<file path="src/rtl/axis_keep_packer.sv">
// axis_keep_packer: compacts sparse/partial AXI-Stream beats into dense,
// low-aligned output beats. Only the final beat of a packet may be partial.
// Optional statistics counters are built when AXIS_KEEP_PACKER_STATS_EN is defined.
module axis_keep_packer #(
  parameter int DW = 16,
  parameter int KW = DW / 8
) (
  input  logic          clk,
  input  logic          rst,
  input  logic          s_tvalid,
  input  logic [DW-1:0] s_tdata,
  input  logic [KW-1:0] s_tkeep,
  input  logic          s_tlast,
  output logic          s_tready,
  output logic          m_tvalid,
  output logic [DW-1:0] m_tdata,
  output logic [KW-1:0] m_tkeep,
  output logic          m_tlast,
  input  logic          m_tready
`ifdef AXIS_KEEP_PACKER_STATS_EN
  ,
  output logic [31:0]   pkt_count,
  output logic [31:0]   byte_count
`endif
);

  // Residue count holds 0..KW-1; merged byte total holds 0..2*KW-1.
  localparam int CW = (KW > 1) ? $clog2(KW) : 1;
  localparam int TW = $clog2(2 * KW);

  typedef enum logic {ACC, LAST} state_t;

  state_t        state_q, state_d;
  logic [CW-1:0] cnt_q, cnt_d;
  logic [DW-1:0] res_q, res_d;
  logic          m_tvalid_d, m_tlast_d;
  logic [DW-1:0] m_tdata_d;
  logic [KW-1:0] m_tkeep_d;
  logic          out_free;
  logic          accept;
  logic [2*DW-1:0] merged;
  logic [TW-1:0]   total;

  // Keep mask with the low n lanes set.
  function automatic logic [KW-1:0] low_keep(input logic [TW-1:0] n);
    logic [KW-1:0] k;
    for (int i = 0; i < KW; i++) k[i] = (TW'(i) < n);
    return k;
  endfunction

  // Handshake qualifiers; input is only taken in ACC with a free output slot.
  always_comb begin
    out_free = !m_tvalid || m_tready;
    s_tready = rst && out_free && (state_q == ACC);
    accept   = s_tvalid && s_tready;
  end

  // Append kept input lanes, lowest lane first, after the residue bytes.
  always_comb begin
    merged = {{DW{1'b0}}, res_q};
    total  = TW'(cnt_q);
    for (int i = 0; i < KW; i++) begin
      if (s_tkeep[i]) begin
        merged = merged | ({{(2*DW-8){1'b0}}, s_tdata[8*i +: 8]} << {total, 3'b000});
        total  = total + TW'(1);
      end
    end
  end

  // Next-state and output-register load decisions.
  always_comb begin
    state_d    = state_q;
    cnt_d      = cnt_q;
    res_d      = res_q;
    m_tvalid_d = m_tvalid;
    m_tdata_d  = m_tdata;
    m_tkeep_d  = m_tkeep;
    m_tlast_d  = m_tlast;
    if (out_free) m_tvalid_d = 1'b0;
    case (state_q)
      ACC: begin
        if (accept) begin
          if (total >= TW'(KW)) begin
            m_tvalid_d = 1'b1;
            m_tdata_d  = merged[DW-1:0];
            m_tkeep_d  = '1;
            m_tlast_d  = s_tlast && (total == TW'(KW));
            cnt_d      = CW'(total - TW'(KW));
            res_d      = merged[2*DW-1:DW];
            if (s_tlast && (total > TW'(KW))) state_d = LAST;
          end else if (s_tlast) begin
            // Short or empty tail; an empty one becomes a keep-0 terminator.
            m_tvalid_d = 1'b1;
            m_tdata_d  = merged[DW-1:0];
            m_tkeep_d  = low_keep(total);
            m_tlast_d  = 1'b1;
            cnt_d      = '0;
            res_d      = '0;
          end else begin
            cnt_d = CW'(total);
            res_d = merged[DW-1:0];
          end
        end
      end
      LAST: begin
        if (out_free) begin
          m_tvalid_d = 1'b1;
          m_tdata_d  = res_q;
          m_tkeep_d  = low_keep(TW'(cnt_q));
          m_tlast_d  = 1'b1;
          cnt_d      = '0;
          res_d      = '0;
          state_d    = ACC;
        end
      end
      default: state_d = ACC;
    endcase
  end

  // State, residue and registered output beat.
  always_ff @(posedge clk) begin
    if (!rst) begin
      state_q  <= ACC;
      cnt_q    <= '0;
      res_q    <= '0;
      m_tvalid <= 1'b0;
      m_tdata  <= '0;
      m_tkeep  <= '0;
      m_tlast  <= 1'b0;
    end else begin
      state_q  <= state_d;
      cnt_q    <= cnt_d;
      res_q    <= res_d;
      m_tvalid <= m_tvalid_d;
      m_tdata  <= m_tdata_d;
      m_tkeep  <= m_tkeep_d;
      m_tlast  <= m_tlast_d;
    end
  end

`ifdef AXIS_KEEP_PACKER_STATS_EN
  logic [31:0] keep_pop;

  // Number of bytes carried by the current output beat.
  always_comb begin
    keep_pop = '0;
    for (int i = 0; i < KW; i++) keep_pop = keep_pop + 32'(m_tkeep[i]);
  end

  // Packet and byte counters advance on each output handshake, wrapping.
  always_ff @(posedge clk) begin
    if (!rst) begin
      pkt_count  <= '0;
      byte_count <= '0;
    end else if (m_tvalid && m_tready) begin
      byte_count <= byte_count + keep_pop;
      if (m_tlast) pkt_count <= pkt_count + 32'd1;
    end
  end
`else
  // Statistics counters are not built in this configuration.
`endif

endmodule

</file>
<file path="config.mk">
export PLATFORM = sky130hd
export DESIGN_NAME = axis_keep_packer
export DESIGN_NICKNAME = d
export VERILOG_FILES = /design/src/rtl/axis_keep_packer.sv
export SDC_FILE = /design/constraint.sdc
export NUM_CORES = 1
export LEC_CHECK = 0
export CORE_ASPECT_RATIO = 0.5
export CORE_UTILIZATION = 49
export DETAILED_ROUTE_END_ITERATION = 8
export DONT_BUFFER_PORTS = 1
export GPL_ROUTABILITY_DRIVEN = 0
export HOLD_SLACK_MARGIN = 0.08
export PLACE_DENSITY = 0.65
export SLEW_MARGIN = 20
export SYNTH_ARGS = -nofsm -noshare
export SYNTH_HDL_FRONTEND = slang
export SYNTH_SLANG_ARGS = --single-unit
</file>
<file path="constraint.sdc">
create_clock -name clk -period 4.55 [get_ports clk]
set_input_delay 0.91 -clock clk [delete_from_list [all_inputs] [get_ports clk]]
set_output_delay 0.91 -clock clk [all_outputs]
set_load 0.02 [all_outputs]
</file>
Yosys cells after proc, flatten, opt, wreduce, memory -nomap -nowiden
Index checks and enable logic that the tools add are counted.
{"block": "totals", "output_inout_bits": 21, "in_bits": 23, "register_bits": 38, "elab_cells": 73}
{"block": "op_classes", "n_shift": 2, "bitwise_logic": 3, "n_reduce_logical": 9, "n_lt_le_gt_ge": 5, "mux": 40, "eq_ne": 4, "addsub": 3}
{"operator": "2-to-1 mux 16 bit", "n": 8}
{"operator": "2-to-1 mux 32 bit", "n": 2}
{"operator": "one-hot mux 16 bit (2 select lines)", "n": 2}
{"operator": "OR 16 x 32 -> 32 bit", "n": 1}
{"operator": "OR 32 bit", "n": 1}
{"operator": "left shift 8 x 4 -> 32 bit", "n": 1}
{"operator": "left shift 8 x 5 -> 32 bit", "n": 1}
{"operator": "2-to-1 mux 1 bit", "n": 17}
{"operator": "2-to-1 mux 2 bit", "n": 6}
{"operator": "one-hot mux 1 bit (2 select lines)", "n": 4}
{"operator": "logical AND 1 bit", "n": 5}
{"operator": "less-than comparator 1 x 2 -> 1 bit (first input constant)", "n": 2}
{"operator": "one-hot mux 2 bit (2 select lines)", "n": 1}
{"operator": "inequality test 3 x 2 -> 1 bit (second input constant)", "n": 1}
{"operator": "AND reduction 3 bit", "n": 1}
{"operator": "adder 1 x 1 -> 2 bit (second input constant)", "n": 1}
{"operator": "adder 2 x 1 -> 2 bit (second input constant)", "n": 1}
{"operator": "== test 2 bit (second input constant)", "n": 1}
{"operator": ">= comparator 2 bit (second input constant)", "n": 1}
{"operator": "greater-than comparator 2 bit (second input constant)", "n": 1}
{"operator": "inequality test 2 x 1 -> 1 bit (second input constant)", "n": 1}
{"operator": "inequality test 2 bit (second input constant)", "n": 1}
{"operator": "AND reduction 2 bit", "n": 1}
{"operator": "logical NOT 1 bit", "n": 1}
{"operator": "4 further kinds", "n": 4}

Depth between registers and ports, before layout
Gate-level depths: netlist of the first run.
{"block": "depth", "word_depth": 10, "mapped_depth": 7, "depth_no_buf": 6}

Least setup slack after synthesis of the first run
Ideal clock, no wire load.
{"block": "synth_path", "kind": "input to output", "start": "in rst", "end": "out s_tready", "arrival_ns": 1.679, "slack_ns": 1.961, "path_buffers": 1, "stages": 3, "required_ns": 3.640, "path_cell_list": "buf_6 -> clkinv_1 -> nor3_1"}
{"block": "synth_via", "elab_chain_cells": 2}
{"element": "start: declaration", "line_no": "9", "source": "input logic rst,"}
{"element": "logical AND 1 bit (2 in a row)", "line_no": "54", "source": "s_tready = rst && out_free && (state_q == ACC);"}
{"element": "end: declaration", "line_no": "14", "source": "output logic s_tready,"}
No other way between the ends.

Worst setup path in the final report of the first run
Ends and elaborated chain as after synthesis.

==> impl_metrics.toml, run 1 <==
[status]
status = "complete, no violations"

[route]
drt_iter0_markers = 142
dr.pass1.iters = 5
drt-vias-per-instance = 6.75
vias = 1910
drt-total-wl_um = 5910
wl_per_cell_um = 20.9
drc = 0
ant_nets = 0

[clock_tree]
cts_resized = 0
clk_pin_slew_worst_paths_ns = 0.07
cts_buffer_depth = 2
clockRootBuffer = "clkbuf_8"
h-tree-depth = 2
cts_tree = "yes"
cts_sinks = 38
postCtsSetupBuffers = 0
clock_latency_ns = 0.29
postCtsHoldBufs = 0
cts_inserted_buffers = 5

[sta]
fin_skew_ns = 0.00848
finalHoldViolCount = 0
period_share_pct = 66.3
fmax_mhz = 332
relSlewSlack_pct = 37.5
whs_ns = 0.466
final_max_slew_viol_count = 0
period_needed_ns = 3.02
tightest_slew_ns = 0.929
setup_viol = 0
rsz0062_at_grt = "false"
tns_ns = 0

[grt]
grt_pass1_wl_um = 9470
grt_usage_pct = 27.1
grt_pass1_vias = 1724
grt_max_degree = 28
grt-ovfl-total = 0
antenna_found_initial = 0

[finish]
diodes = 0
final_cell_count_no_fill = 283
areaGrowthSynthToFinish_pct = 2.11
regArea_um2 = 761
fin_util_pct = 54.1
n_fill_cell = 380
num-nets-final = 253
multi_input_area_um2 = 1220
drive_above_1_share_pct = 10.5
final_cell_area_um2 = 2180

[critical_path]
worstPathMaxFanout = 27
reg2reg_slack_ns = 1.99
r2r_cells = 4
r2r-end = "res_q[0]"
slowest_delay_ns = 0.80
crit_path_start_kind = "input port"
crit_slowest_cell = "nor3_1"
end_kind = "output pin"
crit_family = "simple AND/OR/NAND/NOR gates"
worstPathRequired_ns = 3.64
rr_startpoint = "state_q"
critPathKind = "in2out"
critPathBufInv = 1
arrival_ns = 2.11
critical_path.cell_chain = "clkinv_1 -> nor3_1"

[yosys]
ys_types = 52
synth_nets = 263
ys_seq_elements = 38
ys_warn_count = 0
ys_seq_area_share_pct = 35.7
syn_area_um2 = 2130
avgSynthCellArea_um2 = 8.96
syn_inst = 238

[floorplan]
die_y_um = 48.6
die_area_um2 = 4640
chipWidth_um = 95.3
pin_count = 44
core-area_um2 = 4020
start_util_pct = 53.0
rows = 16

[worst_hold_path]
hold_path_depth = 2
hold_end = "res_q[7]"
hold_start = "res_q[7]"
hold_class = "reg2reg"

[placed_design]
hpwl_um = 4250
place_inst = 275
port_buffers = 0
placed_cell_area_um2 = 2080

[power]
power_density_nw_per_um2 = 332
power_leakage_nw = 0.805
irDropWorstVdd_mv = 0.121

[flow_run]
maxCapViolations = 0
==> worst max path at each step <==
stage | slack (ns) | from | depth (start not counted) | endpoint
2_1_floorplan | 1.96 | rst | 3 | s_tready
3_3_place_gp | 1.62 | rst | 2 | s_tready
3_5_place_dp | 1.58 | rst | 2 | s_tready
4_1_cts | 1.58 | rst | 2 | s_tready
5_1_grt | 1.52 | rst | 2 | s_tready
6_report | 1.53 | rst | 2 | s_tready
==> final cells by class <==
type	count	area share (%)
Timing Repair Buffer	2	0.690
Clock buffer	6	3.79
Clock inverter	2	0.575
Multi-Input combinational cell	175	55.9
Inverter	6	1.03
Sequential cell	38	34.9
Tap cell	54	3.10
==> report_power, final <==
group,switching [mW],internal [mW]
Clock,0.121,0.122
Combinational,0.0707,0.0423
Sequential,0.0212,0.346
==> stage by stage <==
| stage | setup WS [ns] | total power [mW] |
|---|---|---|
| after CTS | 1.58 | 0.724 |
| after floorplan | 1.96 | 0.471 |
| after global routing | 1.52 | 0.757 |
| final | 1.53 | 0.723 |
| after detailed placement | 1.58 | 0.486 |
| after global placement | 1.62 | 0.485 |
==> registers in the layout, summed over array words and instances (netlist names) <==
name / count
cnt_q: 1
state_q: 1
m_tlast: 1
m_tdata: 16
m_tkeep: 2
res_q: 16
m_tvalid: 1
==> Yosys cell counts, drive strengths merged <==
library cell	number	area, µm²
dfxtp	38	761
nand2	20	80.1
a21oi	16	91.3
o21ai	13	68.8
buf	12	96.3
a221o	11	110
nor2	11	46.3
nand3	9	45.0
nor3	9	45.0
a21o	8	60.1
o311a	8	80.1
clkbuf	7	36.3
a22oi	6	45.0
a32oi	6	52.6
o2111ai	6	52.6
a31oi	5	31.3
inv	5	18.8
nand4	5	31.3
o211ai	5	51.3
and2	4	25.0
a221oi	3	26.3
nor2b	3	21.3
a211oi	2	27.5
and3	2	12.5
and4b	2	21.3
ha	2	25.0
nand3b	2	15.0
nand4b	2	17.5
o31ai	2	15.0
or3	2	12.5
xor2	2	17.5
a311o	1	11.3
and3b	1	10.0
clkinv	1	3.75
mux2	1	11.3
nand2b	1	6.26
nor3b	1	18.8
nor4	1	6.26
o21a	1	7.51
o221a	1	11.3
or2	1	6.26
==> cell families after synthesis <==
group	share of synthesized area [%]
AO/OA/AOI/OAI	34.8
XOR/XNOR	0.822
adder cells (fa/ha/maj)	1.17
buffers and inverters	7.28
flip-flops	35.7
multiplexers	0.528
AND/OR/NAND/NOR	19.7
==> cell usage in the layout, fill, tap and decap left out, drive strengths merged, types with 6 or more instances in the layout <==
cell type	count
nor3	9
a32oi	6
a21oi	16
clkbuf	6
a22oi	6
a21o	8
nand2	20
nand3	9
dfxtp	38
o311a	8
o21ai	13
o2111ai	6
nor2	11
a221o	11
==> routing by layer <==
layer	GRT usage, %	up-vias	share of wire (%)
met3	9.28	2	11
li1	-	913	-
met2	34.2	88	38
met5	0	-	0
met1	43.8	907	50
met4	3.03	0	0.19
(Power assumes the default switching activity.)
==> inputs of run 2 (changes only) <==
--- a/config.mk
+++ b/config.mk
@@ -11,7 +11,7 @@
 export DONT_BUFFER_PORTS = 1
 export GPL_ROUTABILITY_DRIVEN = 0
 export HOLD_SLACK_MARGIN = 0.08
-export PLACE_DENSITY = 0.65
+export PLACE_DENSITY = 0.67
 export SLEW_MARGIN = 20
 export SYNTH_ARGS = -nofsm -noshare
 export SYNTH_HDL_FRONTEND = slang
==> constraint.sdc (replaced) <==
create_clock -name clk -period 2.76 [get_ports clk]
set_input_delay 0.552 -clock clk [delete_from_list [all_inputs] [get_ports clk]]
set_output_delay 0.552 -clock clk [all_outputs]
set_load 0.02 [all_outputs]
==> run 2 against run 1 <==
  * Final cell count is 1.4% higher
  * Clock power rose by 51%
  * Combinational power up 70%
==> impl_metrics.toml, run 2 (same netlist as run 1, synthesis figures left out) <==
[finish]
regArea_um2 = 761
multi_input_area_um2 = 1220
n_fill_cell = 388
reg_top3 = "m_tdata x16, res_q x16, m_tkeep x2"
areaGrowthSynthToFinish_pct = 3.11
diodes = 0
drive_above_1_share_pct = 12.0
layout_commonest_cell = "dfxtp_1"
final_cell_mix = "38 x dfxtp_1, 18 x nand2_1, 15 x a21oi_1, 11 x o21ai_0, 11 x a221o_1"
num-nets-final = 258

[route]
drt-total-wl_um = 6100
drt-vias-per-instance = 6.85
drt_iter0_markers = 255
ant_nets = 0
vias = 1967
drc = 0
dr.pass1.iters = 5
wl_per_cell_um = 21.3

[sta]
rsz0062_at_grt = "false"
setup_viol = 0
setup_slack_ns = 0.451
tns_ns = 0
period_needed_ns = 2.31
fin_skew_ns = 0.00656
fmax_mhz = 433
period_share_pct = 83.6
relSlewSlack_pct = 58.0
finalHoldViolCount = 0
tightest_slew_ns = 0.625
final_max_slew_viol_count = 0

[worst_hold_path]
hold_end = "res_q[10]"
hold_start = "s_tdata[10]"
hold_class = "in2reg"
hold_path_depth = 2

[grt]
grt_usage_pct = 28.4
met1_usage_pct = 45.6
top_usage_layer = "met1"
globalRouteMet2Util_pct = 36.0
grt_pass1_vias = 1820
antenna_found_initial = 0
grt-ovfl-total = 0
grt_pass1_wl_um = 9810
grtUsageMet3_pct = 8.02
grt_max_degree = 28

[critical_path]
worstPathRequired_ns = 2.94
rr_startpoint = "cnt_q"
worstPathMaxFanout = 16
arrival_ns = 2.49
cp-startpoint = "cnt_q"
critPathKind = "reg2reg"
r2r_cells = 6
end_kind = "register"
r2r-end = "m_tdata[3]"
crit_path_start_kind = "register"
reg2reg_slack_ns = 0.45

[power]
p_switching_mw = 0.352
power_leakage_nw = 0.827
p_int_mw = 0.813
seqPwrFrac_pct = 52.0
power_density_nw_per_um2 = 530
power_frac_clock_pct = 31.5
swShare_pct = 30.2
total_power_mw = 1.16
irDropWorstVdd_mv = 0.225
combPwrFrac_pct = 16.5

[placed_design]
hpwl_um = 4360
pre_cts_slack_ns = 0.441
port_buffers = 0

[floorplan]
die_area_um2 = 4640
pin_count = 44
core-area_um2 = 4020
die_y_um = 48.6
rows = 16
chipWidth_um = 95.3
start_util_pct = 53.0

[clock_tree]
clk_pin_slew_worst_paths_ns = 0.08
clockRootBuffer = "clkbuf_8"
postCtsHoldBufs = 0
cts_buffer_depth = 2
h-tree-depth = 2
postCtsSetupBuffers = 0
cts_inserted_buffers = 5
clock_latency_ns = 0.30
cts_resized = 0
cts_sinks = 38
cts_tree = "yes"

[status]
status = "complete, no violations"

[flow_run]
maxCapViolations = 0
==> run 2: how the worst max path moves through the flow <==
stage | to | slack (ns) | cells after the start
2_1_floorplan | res_q[6] | 0.80 | 7
3_3_place_gp | m_tdata[3] | 0.49 | 6
3_5_place_dp | m_tdata[3] | 0.44 | 6
4_1_cts | m_tdata[3] | 0.50 | 6
5_1_grt | m_tdata[3] | 0.31 | 6
6_report | m_tdata[3] | 0.45 | 6
==> run 2: area by class of cell <==
class | count | share of cell area (%)
clock buffer | 5 | 3.13
multi-input combinational | 175 | 55.3
sequential | 38 | 34.6
inverter | 6 | 1.02
clock inverter | 2 | 0.455
tap | 54 | 3.07
timing repair buffer | 7 | 2.39
==> run 2: worst max-delay path: stages, from the launching register on <==
cell and delay [ns]:
dfxtp_1 0.42, inv_1 0.10, ha_1 0.25, and2_1 0.25, o211ai_4 0.47, nand2_2 0.29
o311a_1 0.40
==> run 2: per-layer routing <==
metal | share of wire [%] | up-vias
met1 | 48 | 916
met2 | 39 | 121
met3 | 12 | 4
met5 | 0 | -
met4 | 0.41 | 0
li1 | - | 926
==> run 2: metrics by stage <==
stage	utilization [%]	instance area (µm²)	hold WS [ns]	std cells
3_5_place_dp	52.7	2120	0.457	280
4_1_cts	54.6	2200	0.371	287
3_3_place_gp	52.7	2120	0.449	280
5_1_grt	54.6	2200	0.373	287
6_report	54.6	2200	0.370	287
2_1_floorplan	-	2130	0.432	238
==> run 2: power groups by stage <==
stage / sequential (mW) / clock (mW) / combinational (mW)
after floorplan: 0.614 / 0 / 0.163
after global placement: 0.618 / 0 / 0.183
after detailed placement: 0.619 / 0 / 0.186
after CTS: 0.606 / 0.375 / 0.187
after global routing: 0.609 / 0.397 / 0.210
final: 0.606 / 0.367 / 0.192
==> inputs of run 3 (changes only) <==
--- a/config.mk
+++ b/config.mk
@@ -11,7 +11,7 @@
 export DONT_BUFFER_PORTS = 1
 export GPL_ROUTABILITY_DRIVEN = 0
 export HOLD_SLACK_MARGIN = 0.08
-export PLACE_DENSITY = 0.67
+export PLACE_DENSITY = 0.65
 export SLEW_MARGIN = 20
 export SYNTH_ARGS = -nofsm -noshare
 export SYNTH_HDL_FRONTEND = slang
==> constraint.sdc (replaced) <==
create_clock -name clk -period 2.15 [get_ports clk]
set_input_delay 0.43 -clock clk [delete_from_list [all_inputs] [get_ports clk]]
set_output_delay 0.43 -clock clk [all_outputs]
set_load 0.02 [all_outputs]
==> run 3 against run 2 <==
  * Clock power increased by 110%
  * Wire length increased by 0.43%
  * Sequential power increased by 28%
  * Sequential cell count unchanged
  * Utilization increased by 3.1 points
  * Register-to-register slack got worse by 0.32 ns
  * Via count increased by 0.61%
  * Hold slack got worse by 0.11 ns
  * Critical path type unchanged
  * Critical endpoint is now m_tdata[13]
==> impl_metrics.toml, run 3 (same netlist as run 1, synthesis figures left out) <==
[clock_tree]
cts_inserted_buffers = 5
clockRootBuffer = "clkbuf_8"
cts_sinks = 38
clk_pin_slew_worst_paths_ns = 0.08
clock_latency_ns = 0.29
cts_tree = "yes"
h-tree-depth = 2
cts_buffer_depth = 2

[grt]
grt-ovfl-total = 0
grt_max_degree = 28
antenna_found_initial = 0
grt_pass1_wl_um = 9560
grt_pass1_vias = 1742
grt_usage_pct = 27.9

[power]
combPwrFrac_pct = 14.9
p_int_mw = 1.33
power_density_nw_per_um2 = 772
seqPwrFrac_pct = 43.2
power_leakage_nw = 0.893
swShare_pct = 25.6
irDropWorstVdd_mv = 0.388
total_power_mw = 1.79
power_frac_clock_pct = 42.0
p_switching_mw = 0.460

[critical_path]
reg2reg_slack_ns = 0.13
critical_path.cell_chain = "inv_1 -> ha_2 -> and3b_2 -> a22oi_1 -> nor2_1 -> o311a_1"
worstPathRequired_ns = 2.33
crit_slowest_cell = "dfxtp_1"
crit_path_start_kind = "register"
critPathKind = "reg2reg"
r2r_cells = 6
rr_startpoint = "cnt_q"
crit_family = "compound AO/OA/AOI/OAI gates"
worstPathMaxFanout = 11
path_depth = 6
arrival_ns = 2.19
end_kind = "register"
slowest_delay_ns = 0.41
r2r-end = "m_tdata[13]"
critPathBufInv = 1

[placed_design]
placed_cell_area_um2 = 2180
port_buffers = 0
hpwl_um = 4450
place_inst = 288
pre_cts_slack_ns = 0.0778

[finish]
final_cell_area_um2 = 2320
layout_commonest_cell = "dfxtp_1"
reg_top3 = "m_tdata x16, res_q x16, m_tkeep x2"
diodes = 0
areaGrowthSynthToFinish_pct = 9.04
drive_above_1_share_pct = 15.7
fin_util_pct = 57.8
final_cell_count_no_fill = 296
num-nets-final = 266
final_cell_mix = "38 x dfxtp_1, 18 x nand2_1, 15 x a21oi_1, 15 x buf_4"

[sta]
whs_ns = 0.258
tns_ns = 0
period_share_pct = 93.7
rsz0062_at_grt = "false"
period_needed_ns = 2.02
final_max_slew_viol_count = 0
fin_skew_ns = 0.00519
setup_slack_ns = 0.134
setup_viol = 0
relSlewSlack_pct = 60.7
finalHoldViolCount = 0
tightest_slew_ns = 0.588
fmax_mhz = 496

[floorplan]
start_util_pct = 53.0
pin_count = 44
rows = 16
chipWidth_um = 95.3
die_y_um = 48.6
die_area_um2 = 4640
core-area_um2 = 4020

[route]
drt-vias-per-instance = 6.69
wl_per_cell_um = 20.7
dr.pass1.iters = 5
drt_iter0_markers = 211
drc = 0
ant_nets = 0
vias = 1979
drt-total-wl_um = 6130

[flow_run]
maxCapViolations = 0

[worst_hold_path]
hold_class = "in2reg"
hold_start = "s_tdata[10]"
hold_path_depth = 2
hold_end = "res_q[10]"

[status]
status = "complete, no violations"
## run 3: changes by cell type in the layout (fill, tap and decap cells not counted)
cell / delta
bufinv_16: +2
buf_4: +8
ha_1: -1
clkinv_2: -2
clkbuf_8: +1
ha_2: +1
## run 3: how the worst max path moves through the flow
stage	from	end	slack, ns
CTS	cnt_q	m_tdata[13]	0.07
floorplan	s_tkeep[0]	res_q[6]	0.31
finish	cnt_q	m_tdata[13]	0.13
detailed placement	cnt_q	m_tdata[13]	0.08
global route	cnt_q	res_q[14]	0.04
global placement	s_tkeep[0]	m_tdata[13]	0.17
## run 3: layout make-up
cell class / count / area, µm²
fillers: 362 / 1700
multi-input cells: 175 / 1220
flip-flops and latches: 38 / 761
repair buffers: 15 / 113
clock buffers: 6 / 82.6
well taps: 54 / 67.6
clock inverters: 2 / 60.1
inverters: 6 / 22.5
## run 3: what timing repair did
action,CTS,global route
buffers inserted,0,0
setup endpoints to repair,0,3
resized for setup,0,1
hold buffers,0,0
## run 3: power by group through the flow
stage	logic, mW	clock network (mW)	registers, mW
after global placement	0.255	0	0.790
after global routing	0.287	0.796	0.778
after detailed placement	0.258	0	0.791
final	0.267	0.753	0.774
after floorplan	0.209	0	0.788
after CTS	0.258	0.764	0.775
## run 3: worst reg2reg max path, cell delays in order (launching register included)
cell	delay (ns)
dfxtp_1	0.41
inv_1	0.09
ha_2	0.36
and3b_2	0.32
a22oi_1	0.31
nor2_1	0.08
o311a_1	0.34
## run 3: per-layer routing
layer	GRT usage, %	up-vias	wire [µm]
met5	0	-	0
met4	5.81	0	55
met3	9.43	8	817
met2	34.0	117	2310
met1	45.2	919	2940
li1	-	935	-
